[config.mk]
export PLATFORM = sky130hd
export DESIGN_NAME = mult_div_unit
export DESIGN_NICKNAME = d
export VERILOG_FILES = /design/src/rtl/mult_div_unit.sv
export SDC_FILE = /design/constraint.sdc
export NUM_CORES = 1
export LEC_CHECK = 0
export BUFFER_PORTS_ARGS = -buffer_cell sky130_fd_sc_hd__buf_2
export CAP_MARGIN = 20
export CELL_PAD_IN_SITES_DETAIL_PLACEMENT = 0
export CELL_PAD_IN_SITES_GLOBAL_PLACEMENT = 1
export CORE_ASPECT_RATIO = 1.2
export CORE_MARGIN = 4
export CORE_UTILIZATION = 30
export CTS_CLUSTER_SIZE = 14
export DETAILED_ROUTE_END_ITERATION = 10
export HOLD_SLACK_MARGIN = 0.15
export PLACE_DENSITY = 0.56
export SLEW_MARGIN = 20
export SYNTH_ARGS = -nofsm -noshare
export SYNTH_HDL_FRONTEND = slang
export SYNTH_SLANG_ARGS = --single-unit
[constraint.sdc]
create_clock -name Clk -period 4.3 [get_ports Clk]
set_clock_uncertainty 0.2 [all_clocks]
set_input_delay 0.645 -clock Clk [delete_from_list [all_inputs] [get_ports Clk]]
set_output_delay 0.645 -clock Clk [all_outputs]
set_load 0.05 [all_outputs]
[src/rtl/mult_div_unit.sv]
// rtl/mult_div_unit.sv - iterative HI/LO multiply/divide unit (MULT, MULTU, DIV, DIVU)
// One shift-add or restoring shift-subtract step per clock on operand magnitudes.
module mult_div_unit #(
  parameter int WIDTH = 32,
  parameter int CNT_W = 6
) (
  input  logic             Clk,
  input  logic             Reset,
  input  logic             Start,
  input  logic [1:0]       Op,
  input  logic [WIDTH-1:0] A,
  input  logic [WIDTH-1:0] B,
  input  logic             MTHI,
  input  logic             MTLO,
  output logic [WIDTH-1:0] Hi,
  output logic [WIDTH-1:0] Lo,
  output logic             Busy,
  output logic             Done
);

  typedef enum logic [1:0] {S_IDLE, S_RUN, S_FIX, S_DONE} state_t;

  state_t             state;
  logic [CNT_W-1:0]   cnt;
  logic               is_div;
  logic               neg_res;
  logic               neg_rem;
  logic               div_zero;
  logic [WIDTH-1:0]   opb;
  logic [WIDTH-1:0]   acc_hi;
  logic [WIDTH-1:0]   acc_lo;

  logic               sign_a;
  logic               sign_b;
  logic [WIDTH-1:0]   mag_a;
  logic [WIDTH-1:0]   mag_b;
  logic [WIDTH:0]     mul_sum;
  logic [WIDTH:0]     div_shift;
  logic [WIDTH-1:0]   div_diff;
  logic               div_ge;
  logic [2*WIDTH-1:0] prod_neg;

  always_comb begin
    sign_a    = ~Op[0] & A[WIDTH-1];
    sign_b    = ~Op[0] & B[WIDTH-1];
    mag_a     = sign_a ? -A : A;
    mag_b     = sign_b ? -B : B;
    mul_sum   = {1'b0, acc_hi} + (acc_lo[0] ? {1'b0, opb} : {(WIDTH+1){1'b0}});
    div_shift = {acc_hi, acc_lo[WIDTH-1]};
    div_ge    = (div_shift >= {1'b0, opb});
    // When the subtract succeeds the difference is below the divisor, so WIDTH bits suffice.
    div_diff  = div_shift[WIDTH-1:0] - opb;
    prod_neg  = -{acc_hi, acc_lo};
  end

  always_ff @(posedge Clk) begin
    if (Reset) begin
      state    <= S_IDLE;
      cnt      <= '0;
      is_div   <= 1'b0;
      neg_res  <= 1'b0;
      neg_rem  <= 1'b0;
      div_zero <= 1'b0;
      opb      <= '0;
      acc_hi   <= '0;
      acc_lo   <= '0;
      Hi       <= '0;
      Lo       <= '0;
      Busy     <= 1'b0;
      Done     <= 1'b0;
    end else begin
      Done <= 1'b0;
      case (state)
        S_IDLE, S_DONE: begin
          if (Start) begin
            is_div   <= Op[1];
            neg_res  <= sign_a ^ sign_b;
            neg_rem  <= sign_a;
            div_zero <= Op[1] && (B == '0);
            opb      <= mag_b;
            acc_hi   <= '0;
            acc_lo   <= mag_a;
            cnt      <= '0;
            Busy     <= 1'b1;
            state    <= S_RUN;
          end else begin
            if (MTHI) Hi <= A;
            if (MTLO) Lo <= A;
            state <= S_IDLE;
          end
        end
        S_RUN: begin
          if (is_div) begin
            acc_hi <= div_ge ? div_diff : div_shift[WIDTH-1:0];
            acc_lo <= {acc_lo[WIDTH-2:0], div_ge};
          end else begin
            {acc_hi, acc_lo} <= {mul_sum, acc_lo[WIDTH-1:1]};
          end
          cnt <= cnt + 1'b1;
          if (cnt == CNT_W'(WIDTH - 1)) state <= S_FIX;
        end
        S_FIX: begin
          if (is_div) begin
            // With a zero divisor the remainder ends up as |A|; the dividend-sign fix restores A.
            Lo <= div_zero ? '1 : (neg_res ? -acc_lo : acc_lo);
            Hi <= neg_rem ? -acc_hi : acc_hi;
          end else begin
            {Hi, Lo} <= neg_res ? prod_neg : {acc_hi, acc_lo};
          end
          Busy  <= 1'b0;
          Done  <= 1'b1;
          state <= S_DONE;
        end
        default: state <= S_IDLE;
      endcase
    end
  end

endmodule

==> results.py, run 1 <==
metrics = {
    "placed_design": {
        "hpwlAfterDp_microns": 44300,
        "io_buffers": 136,
        "dpl_worst_slack_ns": 0.423,
        "placed_cells": 2547,
        "place_congestion": 0.873,
        "placed_area_sq_mm": 0.0153,
    },
    "floorplan": {
        "chipWidth_microns": 204,
        "initial_core_util_pct": 30.6,
        "io_pins": 137,
        "core_area_sq_mm": 0.0452,
        "die-area_sq_mm": 0.0496,
        "die_h_microns": 243,
        "fp-row-count": 85,
    },
    "clocking": {
        "cts_hold_buf": 0,
        "clk-insertion-delay-late_ns": 0.47,
        "post_cts_buffers": 0,
        "cts_resized": 0,
        "cts.sinks": 174,
        "cts_root_buf": "clkbuf_16",
        "cts_max_level": 4,
        "numCtsBuffers": 17,
        "clkTransAtPathRegs_ns": 0.07,
        "cts_tree": "built",
        "cts_buffer_depth": 2,
    },
    "power": {
        "peakVddDrop_mv": 0.253,
        "leakage_uw": 0.00642,
        "power.density_mw_per_mm2": 594,
    },
    "logic_synthesis": {
        "synth.most_common_cell": "nor2_1",
        "syn-mean-instance-area_sq_um": 7.40,
        "ys_types": 69,
        "ys_top_cells_by_count": "nor2_1, a21oi_1, nand2_1, dfxtp_1",
        "synthArstFlopShare_pct": 0,
        "ys_top_cells_by_area": "dfxtp_1, a21oi_1, ha_1",
        "synthCells": 1868,
        "syn-num-nets": 2012,
        "ys_warn_count": 0,
        "synth_edf_count": 0,
        "yosysSeqAreaShare_pct": 25.2,
        "synthesis.area_sq_mm": 0.0138,
        "synth.top_cell.area_share_pct": 25.2,
        "ys_ff_latch": 174,
        "synth.largest_area_cell": "dfxtp_1",
        "synth_ff_type": "dfxtp_1",
    },
    "timing": {
        "slew_headroom_pct": 27.4,
        "worstMarginPinSlew_ns": 1.09,
        "fin_ws_ns": 0.352,
        "finalSetupTns_ns": 0,
        "post-route-min-period_ns": 3.95,
        "setup_viol": 0,
        "finalCritPeriodShare_pct": 91.8,
        "finalHoldViolations": 0,
        "rsz0062_at_grt": "false",
        "max_freq_mhz": 253,
        "slew_violations": 0,
    },
    "drt": {
        "drc_errors": 0,
        "vias": 14200,
        "post_drt_wl_per_cell_microns": 22.1,
        "wl_microns": 57000,
        "via_per_inst": 5.51,
        "first_iter_violations": 863,
        "drt-pass1-iter-count": 5,
        "ant_nets": 0,
    },
    "critical_path": {
        "r2r_slack_ns": 0.35,
        "cpPeakStageDelay_ns": 0.49,
        "worstPathCellList": "inv_1, ha_1, nand4b_1, nor4b_1, buf_4, nand4_1, and3_1, o31a_1, buf_12, or3_1, a31oi_1, a21o_1",
        "arrival_ns": 4.16,
        "r2r-start": "opb[29]",
        "critical_path_required_ns": 4.52,
        "crit_start": "opb[29]",
        "crit_slowest_cell": "nor4b_1",
        "start_kind": "register",
        "cp_max_fo": 36,
        "crit_type": "reg -> reg",
        "end_kind": "register",
    },
    "layout": {
        "stdcell_area_sq_mm": 0.0159,
        "seq_area_sq_mm": 0.00348,
        "layout-drive-gt1-share_pct": 12.9,
        "fillCellCount": 4927,
        "multi_input_area_sq_mm": 0.00967,
        "syn2layout_area_growth_pct": 15.1,
        "final_net_count": 2101,
        "fin_cells": 2580,
    },
    "grt": {
        "antenna_found_initial": 1,
        "grt_pass1_wl_microns": 86100,
        "grt_max_degree": 64,
        "grt_overflow": 0,
        "grt_usage_pct": 22.4,
        "first_global_vias": 13800,
    },
    "flow_run": {
        "cap_violations": 0,
    },
    "run_status": {
        "outcome": "finished clean",
    },
    "worst_hold_path": {
        "min_path_type": "in -> reg",
        "hold_start": "Op[1]",
    },
}
-- critical path: cells and delay by family (launching register included) --
family | cells | cell delay, ns
simple gates | 5 | 1.82
compound gates | 3 | 0.54
fa+ha+maj | 1 | 0.44
flops | 1 | 0.34
buf+inv | 3 | 0.54
-- worst paths after layout --
kind	end	cells after the start
worst max-delay path	acc_hi[3]	12
worst min-delay path	is_div	3
worst max register to register	acc_hi[3]	12
worst min register to register	Lo[22]	2
-- report_power, final --
group / total, uW / switching, uW / internal, uW
sequential: 2490 / 436 / 2050
combinational: 5280 / 3630 / 1650
clock: 1680 / 781 / 900
total: 9450 / 4850 / 4600
-- flip-flops by register name (all words and copies together) (netlist names) --
signal	flops
Hi	32
Lo	32
acc_hi	32
acc_lo	32
opb	32
cnt	6
state	2
Busy	1
Done	1
div_zero	1
is_div	1
neg_rem	1
neg_res	1
-- per-layer routing --
metal	GRT usage, %	up-vias	part of all wire [%]
met5	0	-	0
met4	11.5	0	5.3
met3	2.96	91	4.2
met2	39.0	371	49
met1	26.9	6813	41
li1	-	6950	-
-- logic make-up (layout without fill, tap and decap cells) --
kind of cell / Yosys count / in the layout / share of synthesized area, %
AO/OA/AOI/OAI: 617 / 617 / 28.9
XOR/XNOR: 170 / 170 / 10.8
adder cells (fa/ha/maj): 73 / 73 / 6.72
buffers and inverters: 189 / 291 / 5.29
flip-flops: 174 / 174 / 25.2
multiplexers: 49 / 49 / 3.57
other: 0 / 1 / 0
AND/OR/NAND/NOR: 596 / 596 / 19.6
-- per-stage QoR --
step / utilization (%) / total power [uW] / hold slack [ns]
global placement: 33.9 / 7820 / 0.240
CTS: 35.2 / 9530 / 0.214
detailed placement: 33.9 / 7820 / 0.245
global route: 35.2 / 10100 / 0.235
floorplan: - / 6080 / 0.232
finish: 35.2 / 9450 / 0.236
-- layout by cell type (no fill, tap or decap), types with 61 or more instances in the layout --
cell type and count:
a21oi_1 187, ha_1 69, o21ai_0 106, xnor2_1 85, nand2_1 176, buf_2 135, dfxtp_1 173, nor2_1 229
a211oi_1 84, buf_4 61, inv_1 62, xor2_1 85
-- cell type report --
type,count,share of cell area [%]
inverters,62,1.46
repair buffers,197,7.25
diodes,1,0.0157
well taps,609,4.79
clock buffers,19,2.85
clock inverters,13,0.959
flip-flops and latches,174,21.9
multi-input cells,1505,60.8
Power figures use the tool's default switching activity.
==> inputs of run 2 (changes only) <==
--- a/config.mk
+++ b/config.mk
@@ -15,7 +15,7 @@
 export CTS_CLUSTER_SIZE = 14
 export DETAILED_ROUTE_END_ITERATION = 10
 export HOLD_SLACK_MARGIN = 0.15
-export PLACE_DENSITY = 0.56
+export PLACE_DENSITY = 0.71
 export SLEW_MARGIN = 20
 export SYNTH_ARGS = -nofsm -noshare
 export SYNTH_HDL_FRONTEND = slang
==> run 2 against run 1 <==
  * Setup slack better by 0.081 ns
  * Non-clock buffer count is 3 higher
  * Clock power hardly changed
  * Fmax is 2.1% higher
  * Global-route usage is 0.39 points lower
  * Worst hold slack worse by 0.010 ns
  * Utilization hardly changed
  * Final cell count is 0.12% higher
  * Clock-buffer cell count is 2 lower
  * First-iteration DRC count is 20% higher
  * Register-to-register slack better by 0.08 ns
  * Sequential power hardly changed
  * Critical path type unchanged
  * Largest power group unchanged
  * Highest routed layer is now met5
==> results.py, run 2 (synthesized netlist as in run 1, its figures left out) <==
metrics = {
    "run_status": {
        "outcome": "finished clean",
    },
    "drt": {
        "drc_errors": 0,
        "drt-pass1-iter-count": 6,
        "via_per_inst": 5.61,
        "wl_microns": 56200,
        "post_drt_wl_per_cell_microns": 21.7,
        "ant_nets": 0,
        "first_iter_violations": 1034,
        "vias": 14500,
    },
    "critical_path": {
        "cp_max_fo": 9,
        "worstPathCellList": "and2_1, ha_1, inv_1, fa_1, nor2b_1, o2111ai_1, and3_1, o21ai_0, buf_4, a21oi_1, o21ai_0, xor2_1, nand2_1, o211ai_1",
        "cpPeakStageDelay_ns": 0.59,
        "crit_type": "reg -> reg",
        "crit_slowest_cell": "dfxtp_1",
        "crit_top_cell": "o21ai_0",
        "start_kind": "register",
        "end_kind": "register",
        "critical_path_required_ns": 4.50,
        "arrival_ns": 4.07,
    },
    "placed_design": {
        "place_congestion": 0.938,
        "io_buffers": 136,
        "hpwlAfterDp_microns": 43500,
    },
    "clocking": {
        "clkTransAtPathRegs_ns": 0.08,
        "cts_hold_buf": 0,
        "clk-insertion-delay-late_ns": 0.47,
        "cts_tree": "built",
        "cts_root_buf": "clkbuf_16",
        "cts_buffer_depth": 2,
        "cts_max_level": 4,
        "cts.sinks": 174,
        "numCtsBuffers": 17,
    },
    "floorplan": {
        "initial_core_util_pct": 30.6,
        "fp-row-count": 85,
        "die-area_sq_mm": 0.0496,
        "chipWidth_microns": 204,
        "core_area_sq_mm": 0.0452,
        "die_h_microns": 243,
        "io_pins": 137,
    },
    "grt": {
        "grt_overflow": 0,
        "first_global_vias": 14000,
        "grt_max_degree": 71,
        "antenna_found_initial": 1,
        "grt_pass1_wl_microns": 85500,
        "grt_util_met1_pct": 26.8,
        "busiest_layer": "met2",
        "use_met3_pct": 3.08,
        "grtUsageMet2_pct": 39.4,
        "grt_usage_pct": 22.0,
    },
    "layout": {
        "layout-drive-gt1-share_pct": 13.1,
        "final_cell_mix": "nor2_1, a21oi_1, nand2_1",
        "final_net_count": 2104,
        "final_common_cell": "nor2_1",
        "syn2layout_area_growth_pct": 15.2,
        "seq_area_sq_mm": 0.00348,
        "multi_input_area_sq_mm": 0.00966,
        "fillCellCount": 4833,
    },
    "timing": {
        "worstMarginPinSlew_ns": 1.03,
        "setup_viol": 0,
        "finalHoldViolations": 0,
        "slew_violations": 0,
        "finalCritPeriodShare_pct": 89.9,
        "max_freq_mhz": 259,
        "rsz0062_at_grt": "false",
        "finalSetupTns_ns": 0,
        "post-route-min-period_ns": 3.87,
        "fin_hold_ws_ns": 0.225,
        "slew_headroom_pct": 31.0,
    },
    "power": {
        "power.density_mw_per_mm2": 590,
        "leakage_uw": 0.00645,
        "peakVddDrop_mv": 0.268,
        "power_uw": 9400,
    },
    "worst_hold_path": {
        "min_path_type": "in -> reg",
    },
    "flow_run": {
        "cap_violations": 0,
    },
}
==> run 2: through the flow <==
| step | cells | area (sq um) | utilization, % | setup WS (ns) |
|---|---|---|---|---|
| global placement | 2549 | 15300 | 33.8 | 0.399 |
| CTS | 2581 | 15900 | 35.2 | 0.270 |
| global route | 2582 | 15900 | 35.2 | 0.156 |
| floorplan | 1868 | 13800 | - | 0.970 |
| detailed placement | 2549 | 15300 | 33.8 | 0.305 |
| finish | 2583 | 15900 | 35.2 | 0.434 |
==> run 2: timing repair <==
action,CTS,global route
endpoints found under the setup margin,0,1
resized for setup,0,1
endpoints found under the hold margin,0,0
buffers inserted,0,1
==> run 2: worst max-delay path, delay by kind of cell, from the launching register on <==
kind                     cells  cell delay (ns)
adder cells (fa/ha/maj)      2             0.66
XOR/XNOR                     1             0.26
AO/OA/AOI/OAI                5             1.05
buffers and inverters        2             0.28
AND/OR/NAND/NOR              4             0.75
flip-flops                   1             0.59
==> run 2: final timing paths <==
check,to,start,slack [ns],depth (start not counted)
min,is_div,Op[1],0.23,3
min reg2reg,Hi[3],Hi[3],0.25,2
max,acc_hi[29],acc_lo[0],0.43,14
max reg2reg,acc_hi[29],acc_lo[0],0.43,14
==> run 2: final cells by class <==
cell class / count / share of cell area, %
antenna: 1 / 0.0157
clock buffer: 17 / 2.67
clock inverter: 15 / 1.13
inverter: 62 / 1.48
multi-input combinational: 1505 / 60.7
sequential: 174 / 21.9
tap: 609 / 4.78
timing repair buffer: 200 / 7.38
==> run 2: power breakdown <==
part	total [uW]	switching (uW)	internal, uW
registers	2520	464	2050
logic	5220	3560	1660
clock network	1670	789	878
==> run 2: layer usage <==
layer	vias to the layer above	routed length, microns
met3	88	3120
met5	-	13
met2	487	28200
li1	6974	-
met4	2	1800
met1	6938	23100
==> inputs of run 3 (changes only) <==
--- a/config.mk
+++ b/config.mk
@@ -15,7 +15,7 @@
 export CTS_CLUSTER_SIZE = 14
 export DETAILED_ROUTE_END_ITERATION = 10
 export HOLD_SLACK_MARGIN = 0.15
-export PLACE_DENSITY = 0.71
+export PLACE_DENSITY = 0.73
 export SLEW_MARGIN = 20
 export SYNTH_ARGS = -nofsm -noshare
 export SYNTH_HDL_FRONTEND = slang
==> constraint.sdc (replaced) <==
create_clock -name Clk -period 3.1 [get_ports Clk]
set_clock_uncertainty 0.2 [all_clocks]
set_input_delay 0.155 -clock Clk [delete_from_list [all_inputs] [get_ports Clk]]
set_output_delay 0.155 -clock Clk [all_outputs]
set_load 0.05 [all_outputs]
==> run 3 against run 2 <==
  * The flow now finishes with violations (negative setup slack)
  * Die area is the same
  * Register-to-register slack got worse by 0.59 ns
  * Clock-buffer cell count grew 6
  * Combinational power grew 80%
  * Critical path type unchanged
  * Largest power group unchanged
  * Highest routed layer is now met4
==> results.py, run 3 (synthesized netlist as in run 1, its figures left out) <==
metrics = {
    "floorplan": {
        "initial_core_util_pct": 30.6,
        "io_pins": 137,
        "fp-row-count": 85,
        "core_area_sq_mm": 0.0452,
        "chipWidth_microns": 204,
        "die_h_microns": 243,
        "die-area_sq_mm": 0.0496,
    },
    "critical_path": {
        "cpPeakStageDelay_ns": 0.58,
        "crit_slowest_cell": "or4_4",
        "cp_max_fo": 4,
        "crit_type": "reg -> reg",
        "start_kind": "register",
        "reg2regPathDepth": 10,
        "critical_path_required_ns": 3.23,
        "end_kind": "register",
        "r2r-start": "acc_lo[17]",
        "r2r_slack_ns": -0.16,
        "arrival_ns": 3.39,
        "path_buf_inv": 1,
        "cp_top_family": "simple AND/OR/NAND/NOR gates",
        "crit_start": "acc_lo[17]",
        "worstPathCellList": "or4_4, or3_4, or4_4, buf_6, o21a_4, o41ai_4, xor2_1, a21oi_1, nand2_1, a21oi_1",
        "setup.worst_path.end": "Hi[3]",
        "worstReg2RegEnd": "Hi[3]",
        "cp.depth": 10,
    },
    "timing": {
        "rsz0062_at_grt": "true",
        "finalHoldViolations": 0,
        "worstMarginPinSlew_ns": 0.810,
        "finalCritPeriodShare_pct": 105,
        "fin_hold_ws_ns": 0.190,
        "fin_ws_ns": -0.158,
        "setup_viol": 20,
        "slew_headroom_pct": 46.0,
        "post-route-min-period_ns": 3.26,
        "max_freq_mhz": 307,
        "slew_violations": 0,
    },
    "grt": {
        "grt_usage_pct": 22.2,
        "grt_pass1_wl_microns": 87400,
        "grt_overflow": 0,
        "first_global_vias": 15200,
        "grt_max_degree": 62,
        "antenna_found_initial": 0,
    },
    "clocking": {
        "cts_tree": "built",
        "cts_max_level": 4,
        "cts.sinks": 174,
        "cts_buffer_depth": 2,
        "clkTransAtPathRegs_ns": 0.07,
        "cts_root_buf": "clkbuf_16",
        "clk-insertion-delay-late_ns": 0.47,
        "numCtsBuffers": 17,
    },
    "drt": {
        "ant_nets": 0,
        "drc_errors": 0,
        "via_per_inst": 5.39,
        "drt-pass1-iter-count": 5,
        "first_iter_violations": 1264,
        "vias": 15600,
        "wl_microns": 58100,
        "post_drt_wl_per_cell_microns": 20.0,
    },
    "layout": {
        "final_common_cell": "buf_4",
        "stdcell_area_sq_mm": 0.0198,
        "final_cell_mix": "buf_4, nor2_1, nand2_1",
        "layout-drive-gt1-share_pct": 28.7,
        "final_net_count": 2422,
        "syn2layout_area_growth_pct": 43.2,
        "antenna_cells": 0,
    },
    "placed_design": {
        "place_congestion": 0.903,
        "hpwlAfterDp_microns": 43600,
        "dpl_worst_slack_ns": -0.522,
        "io_buffers": 136,
        "placed_area_sq_mm": 0.0169,
    },
    "power": {
        "peakVddDrop_mv": 0.455,
        "leakage_uw": 0.00817,
        "power.density_mw_per_mm2": 759,
    },
    "worst_hold_path": {
        "min_path_type": "in -> reg",
    },
    "run_status": {
        "outcome": "complete, but fails checks",
        "violations": "negative setup slack",
    },
    "flow_run": {
        "cap_violations": 0,
    },
}
[run 3: worst register-to-register path: stages, from the launching register on]
cell	delay, ns
dfxtp_2	0.32
or4_4	0.53
or3_4	0.40
or4_4	0.58
buf_6	0.15
o21a_4	0.23
o41ai_4	0.24
xor2_1	0.23
a21oi_1	0.09
nand2_1	0.09
a21oi_1	0.06
[run 3: layout make-up]
type,instances,area [sq um]
multi-input combinational,1505,10700
clock buffer,23,478
fill,4435,25400
timing repair buffer,518,3980
inverter,62,235
sequential,174,3500
clock inverter,9,130
tap,609,762
[run 3: metrics by stage]
stage	total power (uW)	setup TNS (ns)	utilization [%]	std cells
2_1_floorplan	8480	-0.0322	-	1868
3_3_place_gp	11600	-8.64	37.3	2745
3_5_place_dp	11700	-9.61	37.3	2745
4_1_cts	14400	-1.12	41.4	2880
5_1_grt	15900	-3.93	43.8	2900
6_report	15000	-0.987	43.8	2900
[run 3: routing by layer]
metal | vias up | GRT usage [%] | wire length, microns
li1 | 7582 | - | -
met1 | 7423 | 27.5 | 24000
met2 | 524 | 37.6 | 27800
met3 | 112 | 2.98 | 3120
met4 | 0 | 11.5 | 3170
met5 | - | 0 | 0
[run 3: worst min-delay path by stage]
stage / depth (start not counted) / to / startpoint
floorplan: 2 / opb[0] / B[0]
global placement: 3 / is_div / Op[1]
detailed placement: 3 / is_div / Op[1]
CTS: 5 / acc_lo[20] / A[18]
global route: 5 / acc_lo[20] / A[18]
finish: 5 / acc_lo[20] / A[18]
[run 3: report_power, final]
part | switching [uW] | internal, uW | total (uW)
combinational | 5800 | 3590 | 9390
sequential | 449 | 2860 | 3310
clock | 1000 | 1330 | 2340
total | 7250 | 7780 | 15000
[run 3: what timing repair did]
action / 4_1_cts / 5_1_grt
setup buffers: 10 / 21
gates cloned: 0 / 2
resized for setup: 54 / 190
hold buffers: 93 / 0
pin swaps: 27 / 112
setup endpoints to repair: 49 / 78
hold endpoints to repair: 139 / 0
